===== src/rtl/fetch_pkg.sv =====
// Shared types and constants for the instruction fetch stage.
// Field bit positions are also used by decoder_unit.
package fetch_pkg;

    typedef enum logic [1:0] {
        S_REQ,
        S_ISSUE,
        S_FAULT
    } fetch_state_t;

    localparam logic [31:0] NOP_INSTR = 32'hE1A0_0000;

    localparam int unsigned COND_HI  = 31;
    localparam int unsigned COND_LO  = 28;
    localparam int unsigned OP_HI    = 27;
    localparam int unsigned OP_LO    = 26;
    localparam int unsigned FUNCT_HI = 25;
    localparam int unsigned FUNCT_LO = 20;
    localparam int unsigned RD_HI    = 15;
    localparam int unsigned RD_LO    = 12;
    localparam int unsigned SH_HI    = 6;
    localparam int unsigned SH_LO    = 5;

endpackage


===== src/rtl/pc_reg.sv =====
// Program counter with next-PC selection and a registered misaligned-branch pulse.
module pc_reg #(
    parameter logic [31:0] RESET_PC = 32'h0000_0000
) (
    input  logic        clk,
    input  logic        rst,
    input  logic        load_en,
    input  logic        pc_src,
    input  logic [31:0] branch_target,
    output logic [31:0] pc,
    output logic        align_err
);

    logic [31:0] pc_d, pc_q;
    logic        align_err_d, align_err_q;

    always_comb begin
        pc_d        = pc_q;
        align_err_d = 1'b0;
        if (load_en) begin
            pc_d        = pc_src ? {branch_target[31:2], 2'b00} : pc_q + 32'd4;
            align_err_d = pc_src && (branch_target[1:0] != 2'b00);
        end
    end

    always_ff @(posedge clk or negedge rst) begin
        if (!rst) begin
            pc_q        <= RESET_PC;
            align_err_q <= 1'b0;
        end else begin
            pc_q        <= pc_d;
            align_err_q <= align_err_d;
        end
    end

    assign pc        = pc_q;
    assign align_err = align_err_q;

endmodule


===== src/rtl/fetch_unit.sv =====
// Instruction fetch stage: PC, imem req/ack handshake, instruction register,
// timeout watchdog and retired-instruction counter.
module fetch_unit
    import fetch_pkg::*;
#(
    parameter logic [31:0] RESET_PC = 32'h0000_0000,
    parameter int unsigned TIMEOUT  = 16,
    parameter int unsigned CNT_W    = 32
) (
    input  logic             clk,
    input  logic             rst,
    output logic             imem_req,
    output logic [31:0]      imem_addr,
    input  logic             imem_ack,
    input  logic [31:0]      imem_rdata,
    input  logic             stall,
    input  logic             pc_src,
    input  logic [31:0]      branch_target,
    output logic [31:0]      instr,
    output logic             instr_valid,
    output logic [3:0]       cond,
    output logic [1:0]       op,
    output logic [5:0]       funct,
    output logic [3:0]       rd,
    output logic [1:0]       sh,
    output logic [31:0]      pc,
    output logic [31:0]      pc_plus8,
    output logic             align_err,
    output logic             fault,
    output logic [CNT_W-1:0] retired
);

    localparam int unsigned TO_W = $clog2(TIMEOUT + 1);

    fetch_state_t     state_d, state_q;
    logic             req_d, req_q;
    logic [31:0]      instr_d, instr_q;
    logic             valid_d, valid_q;
    logic             fault_d, fault_q;
    logic [CNT_W-1:0] retired_d, retired_q;
    logic [TO_W-1:0]  to_cnt_d, to_cnt_q;
    logic             advance;

    // S_REQ is entered from reset with req_q low; the first cycle only raises
    // the request, so acks arriving then are treated as stale.
    always_comb begin
        state_d   = state_q;
        req_d     = req_q;
        instr_d   = instr_q;
        valid_d   = valid_q;
        fault_d   = fault_q;
        retired_d = retired_q;
        to_cnt_d  = to_cnt_q;
        advance   = 1'b0;
        case (state_q)
            S_REQ: begin
                if (!req_q) begin
                    req_d = 1'b1;
                end else if (imem_ack) begin
                    instr_d = imem_rdata;
                    valid_d = 1'b1;
                    req_d   = 1'b0;
                    state_d = S_ISSUE;
                end else if (to_cnt_q == TO_W'(TIMEOUT - 1)) begin
                    to_cnt_d = TO_W'(TIMEOUT);
                    fault_d  = 1'b1;
                    req_d    = 1'b0;
                    state_d  = S_FAULT;
                end else begin
                    to_cnt_d = to_cnt_q + TO_W'(1);
                end
            end
            S_ISSUE: begin
                if (!stall) begin
                    advance   = 1'b1;
                    valid_d   = 1'b0;
                    retired_d = retired_q + CNT_W'(1);
                    to_cnt_d  = '0;
                    req_d     = 1'b1;
                    state_d   = S_REQ;
                end
            end
            S_FAULT: begin
                req_d   = 1'b0;
                valid_d = 1'b0;
            end
            default: begin
                req_d   = 1'b0;
                state_d = S_REQ;
            end
        endcase
    end

    always_ff @(posedge clk or negedge rst) begin
        if (!rst) begin
            state_q   <= S_REQ;
            req_q     <= 1'b0;
            instr_q   <= NOP_INSTR;
            valid_q   <= 1'b0;
            fault_q   <= 1'b0;
            retired_q <= '0;
            to_cnt_q  <= '0;
        end else begin
            state_q   <= state_d;
            req_q     <= req_d;
            instr_q   <= instr_d;
            valid_q   <= valid_d;
            fault_q   <= fault_d;
            retired_q <= retired_d;
            to_cnt_q  <= to_cnt_d;
        end
    end

    pc_reg #(
        .RESET_PC(RESET_PC)
    ) u_pc_reg (
        .clk           (clk),
        .rst           (rst),
        .load_en       (advance),
        .pc_src        (pc_src),
        .branch_target (branch_target),
        .pc            (pc),
        .align_err     (align_err)
    );

    assign imem_req    = req_q;
    assign imem_addr   = pc;
    assign pc_plus8    = pc + 32'd8;
    assign instr       = instr_q;
    assign instr_valid = valid_q;
    assign fault       = fault_q;
    assign retired     = retired_q;

    assign cond  = instr_q[COND_HI:COND_LO];
    assign op    = instr_q[OP_HI:OP_LO];
    assign funct = instr_q[FUNCT_HI:FUNCT_LO];
    assign rd    = instr_q[RD_HI:RD_LO];
    assign sh    = instr_q[SH_HI:SH_LO];

endmodule


===== config.mk =====
export PLATFORM = sky130hd
export DESIGN_NAME = fetch_unit
export DESIGN_NICKNAME = d
export VERILOG_FILES = /design/src/rtl/fetch_pkg.sv /design/src/rtl/pc_reg.sv /design/src/rtl/fetch_unit.sv
export SDC_FILE = /design/constraint.sdc
export NUM_CORES = 1
export LEC_CHECK = 0
export BUFFER_PORTS_ARGS = -buffer_cell sky130_fd_sc_hd__buf_2
export CORE_MARGIN = 5
export CORE_UTILIZATION = 44
export DETAILED_ROUTE_END_ITERATION = 7
export PLACE_DENSITY_LB_ADDON = 0.12
export RECOVER_POWER = 25
export SLEW_MARGIN = 30
export SYNTH_ARGS = -nofsm -noshare
export SYNTH_HDL_FRONTEND = slang
export SYNTH_SLANG_ARGS = --single-unit

===== constraint.sdc =====
create_clock -name clk -period 1.95 [get_ports clk]
set_input_delay 0.0975 -clock clk [delete_from_list [all_inputs] [get_ports clk]]
set_output_delay 0.0975 -clock clk [all_outputs]
set_load 0.03 [all_outputs]

==> results.yml <==
run_status:
  outcome: "complete, but fails checks"
  violations: "setup timing"
sta:
  skew_ns: 0.00897
  fmax_ghz: 0.490
  tns_ns: -0.430
  hold_viol_final: 0
  layout_min_cycle_time_ns: 2.04
  post-route-period-util_pct: 105
  hold_ws_ns: 0.0368
  worstMarginPinSlew_ns: 0.761
  setup_slack_ns: -0.0912
  grt_setup_unrepaired: "true"
  finalMaxSlewViolations: 0
  maxSlewHeadroom_pct: 49.3
  setup-violations-final: 10
synth:
  yosysSeqAreaShare_pct: 44.2
  synth.distinct_cells: 56
  synthCells: 616
  ys.flop_type: "dfrtp_1"
  netlist_area_mm2: 0.00597
  ys_ff_latch: 105
  synth_warnings: 0
  avgSynthCellArea_um2: 9.69
  async_flop_share_pct: 100
  synth_enable_flop_cells: 0
placed_design:
  post_dp_cell_area_mm2: 0.00746
  hpwlAfterDp_um: 13600
  dp_cells: 1009
  io_buffers: 244
  gp_congestion: 0.910
  place_ws_ns: 0.0276
detailed_routing:
  vias: 5839
  routed_wl_um: 19100
  final_antenna_net_count: 0
  drt_first_pass_iters: 5
  drc: 0
  initialDrtViolationCount: 469
  vias_per_cell: 5.32
  avgRoutedWirePerCell_um: 17.4
global_route:
  grt_usage_pct: 22.9
  grt_pass1_vias: 5772
  grt_max_degree: 40
  met3_usage_pct: 3.91
  antenna_found_initial: 0
  busiest_layer: "met2"
  grt_use_met1_pct: 29.4
  gr-total-overflow: 0
  grt_pass1_wl_um: 30100
  grtUsageMet2_pct: 39.5
critical_path:
  crit_path_cell_trace: "buf_4 > nand3_2 > nor2_4 > nand2_2 > or3_4 > xnor2_4 > buf_6"
  crit_arrival_ns: 1.94
  cp-end-kind: "output port"
  required_ns: 1.85
  cp_slowest_stage_delay_ns: 0.41
  worstSetupPathType: "reg2out"
  worst_path_max_delay_cell: "dfrtp_2"
  critPathLaunchType: "flop"
  critPathMaxFanout: 4
clock_tree:
  cts.htree.levels: 3
  cts_root_buf: "clkbuf_16"
  clockBufferDepth: 2
  cts_inserted_buffers: 9
  cts.sinks: 105
  path_clk_slew_ns: 0.07
  worstSkewPairLatency_ns: 0.35
  cts_tree: "built"
finish:
  instances_no_fill: 1097
  stdcell_area_mm2: 0.00886
  drive_gt1_share_pct: 52.2
  layout.nets: 993
  area_growth_syn_to_layout_pct: 48.5
  diodes: 0
  final_util_pct: 66.6
power_and_ir_drop:
  pwr_density_cell_mw_per_mm2: 1660
  total_power_mw: 14.7
  p_leak_nw: 4.24
  vdd_drop_max_v: 0.000988
floorplan:
  initial_core_util_pct: 44.9
  core_mm2: 0.0133
  die_w_um: 126
  fp.dieH_um: 126
  rows: 42
  die_area_mm2: 0.0160
  ioPinCount: 251
job:
  maxCapViolations: 0
hold_path:
  holdCritPathClass: "in2reg"
## layout make-up
class                           instances  area [µm²]
Clock buffer                           11         253
Clock inverter                          5        61.3
Fill cell                            1047        4430
Inverter                               11        41.3
Multi-Input combinational cell        415        3200
Sequential cell                       105        2660
Tap cell                              176         220
Timing Repair Buffer                  374        2420
## where the power goes
| group | internal (mW) | total [mW] | switching [mW] |
|---|---|---|---|
| Sequential | 3.03 | 3.83 | 0.799 |
| Clock | 1.08 | 1.92 | 0.843 |
| Combinational | 3.16 | 8.95 | 5.79 |
## logic make-up (layout without fill, tap and decap cells)
logic type	Yosys count	after routing	synth area share (%)
simple gates	194	194	17.3
fa+ha+maj	8	8	1.68
other cells	1	6	0.0628
xor+xnor	58	58	8.51
compound gates	115	115	11.7
mux	34	34	6.37
buf+inv	101	401	10.2
flops	105	105	44.2
## repair_timing
item | 4_1_cts | 5_1_grt
pin swaps | 14 | 29
resized for setup | 55 | 62
hold buffers | 36 | 0
gates cloned | 0 | 0
endpoints found under the setup margin | 19 | 38
buffers inserted | 22 | 15
hold endpoints to repair | 63 | 0
## final timing paths
path	from	endpoint	slack (ns)	cells after the start
worst max-delay path	u_pc_reg.pc[3]$_DFFE_PN0P_	pc_plus8[24]	-0.09	7
worst min-delay path	branch_target[0]	u_pc_reg.align_err$_DFF_PN0_	0.04	3
worst max register to register	u_pc_reg.pc[4]$_DFFE_PN0P_	u_pc_reg.pc[17]$_DFFE_PN0P_	-0.05	7
worst min register to register	retired[31]$_DFFE_PN0P_	retired[31]$_DFFE_PN0P_	0.48	1
max in group asynchronous	rst	u_pc_reg.pc[2]$_DFFE_PN0P_	0.43	3
min in group asynchronous	rst	retired[28]$_DFFE_PN0P_	0.36	2
## per-layer routing
metal | vias up | wire length (µm)
met5 | - | 0
met4 | 0 | 394
met3 | 30 | 1400
met2 | 275 | 9580
met1 | 2815 | 7700
li1 | 2719 | -
## worst max-delay path, delay by kind of cell, from the launching register on
kind,cells,cell delay (ns)
buf+inv,2,0.29
xor+xnor,1,0.16
simple gates,4,0.73
flops,1,0.41
## layout by cell type, fill, tap and decap left out, types with 3 or more instances in the layout
cell type      synthesis  routed
buf_2                  8     225
buf_4                 58      87
dfrtp_1               99      77
nand2_1               46      40
a21oi_1               37      36
dlygate4sd3_1          0      36
o21ai_0               33      33
xnor2_1               40      32
mux2_2                32      32
nand3_1               29      24
dfrtp_2                0      22
buf_6                  0      21
nor2_1                26      20
nand4_1               18      18
nor3_1                20      14
xor2_1                18      12
and3_1                14      12
inv_1                 11      11
clkbuf_16              0       9
o22ai_1                7       7
xnor2_2                0       6
and4_1                 8       6
conb_1                 1       6
dfstp_2                6       6
nor2_4                 0       5
xor2_2                 0       5
nand2_2                0       5
nand2b_1               5       5
ha_1                   8       5
nor3_2                 2       4
nor3_4                 0       4
or3_4                  0       4
o31ai_1                6       4
nand3_2                0       3
nor4_4                 0       3
a31oi_1                3       3
o2bb2ai_1              3       3
nand4b_1               3       3
clkbuf_2               1       3
## cells in the mapped netlist (2+ instances only)
cell type / number / share of area, %
xor2_1: 18 / 2.6
o22a_1: 2 / 0.29
nor2b_1: 4 / 0.42
a31oi_1: 3 / 0.31
o21ai_0: 33 / 2.8
o22ai_1: 7 / 0.73
buf_4: 58 / 7.3
nand4_2: 2 / 0.42
ha_1: 8 / 1.7
buf_2: 8 / 0.67
o2bb2ai_1: 3 / 0.44
nand2_1: 46 / 2.9
nor3_2: 2 / 0.34
a32o_1: 2 / 0.34
a22oi_1: 2 / 0.25
nor4_1: 4 / 0.42
nand3_1: 29 / 2.4
buf_1: 8 / 0.50
nor3_1: 20 / 1.7
nand2b_1: 5 / 0.52
dfrtp_1: 99 / 42
a311oi_1: 2 / 0.29
and4_1: 8 / 1.2
nand4b_1: 3 / 0.44
xnor2_1: 40 / 5.9
and2_1: 2 / 0.21
and3_1: 14 / 1.5
or3_1: 6 / 0.63
a41oi_1: 2 / 0.29
a21oi_1: 37 / 3.1
o31ai_1: 6 / 0.75
mux2_2: 32 / 6.0
nand4_1: 18 / 1.9
mux2i_1: 2 / 0.34
inv_1: 11 / 0.69
nor2_1: 26 / 1.6
nor3b_1: 2 / 0.25
clkbuf_1: 15 / 0.94
a211oi_1: 3 / 0.38
o32ai_1: 3 / 0.44
dfstp_2: 6 / 2.6
Power figures use the tool's default switching activity.
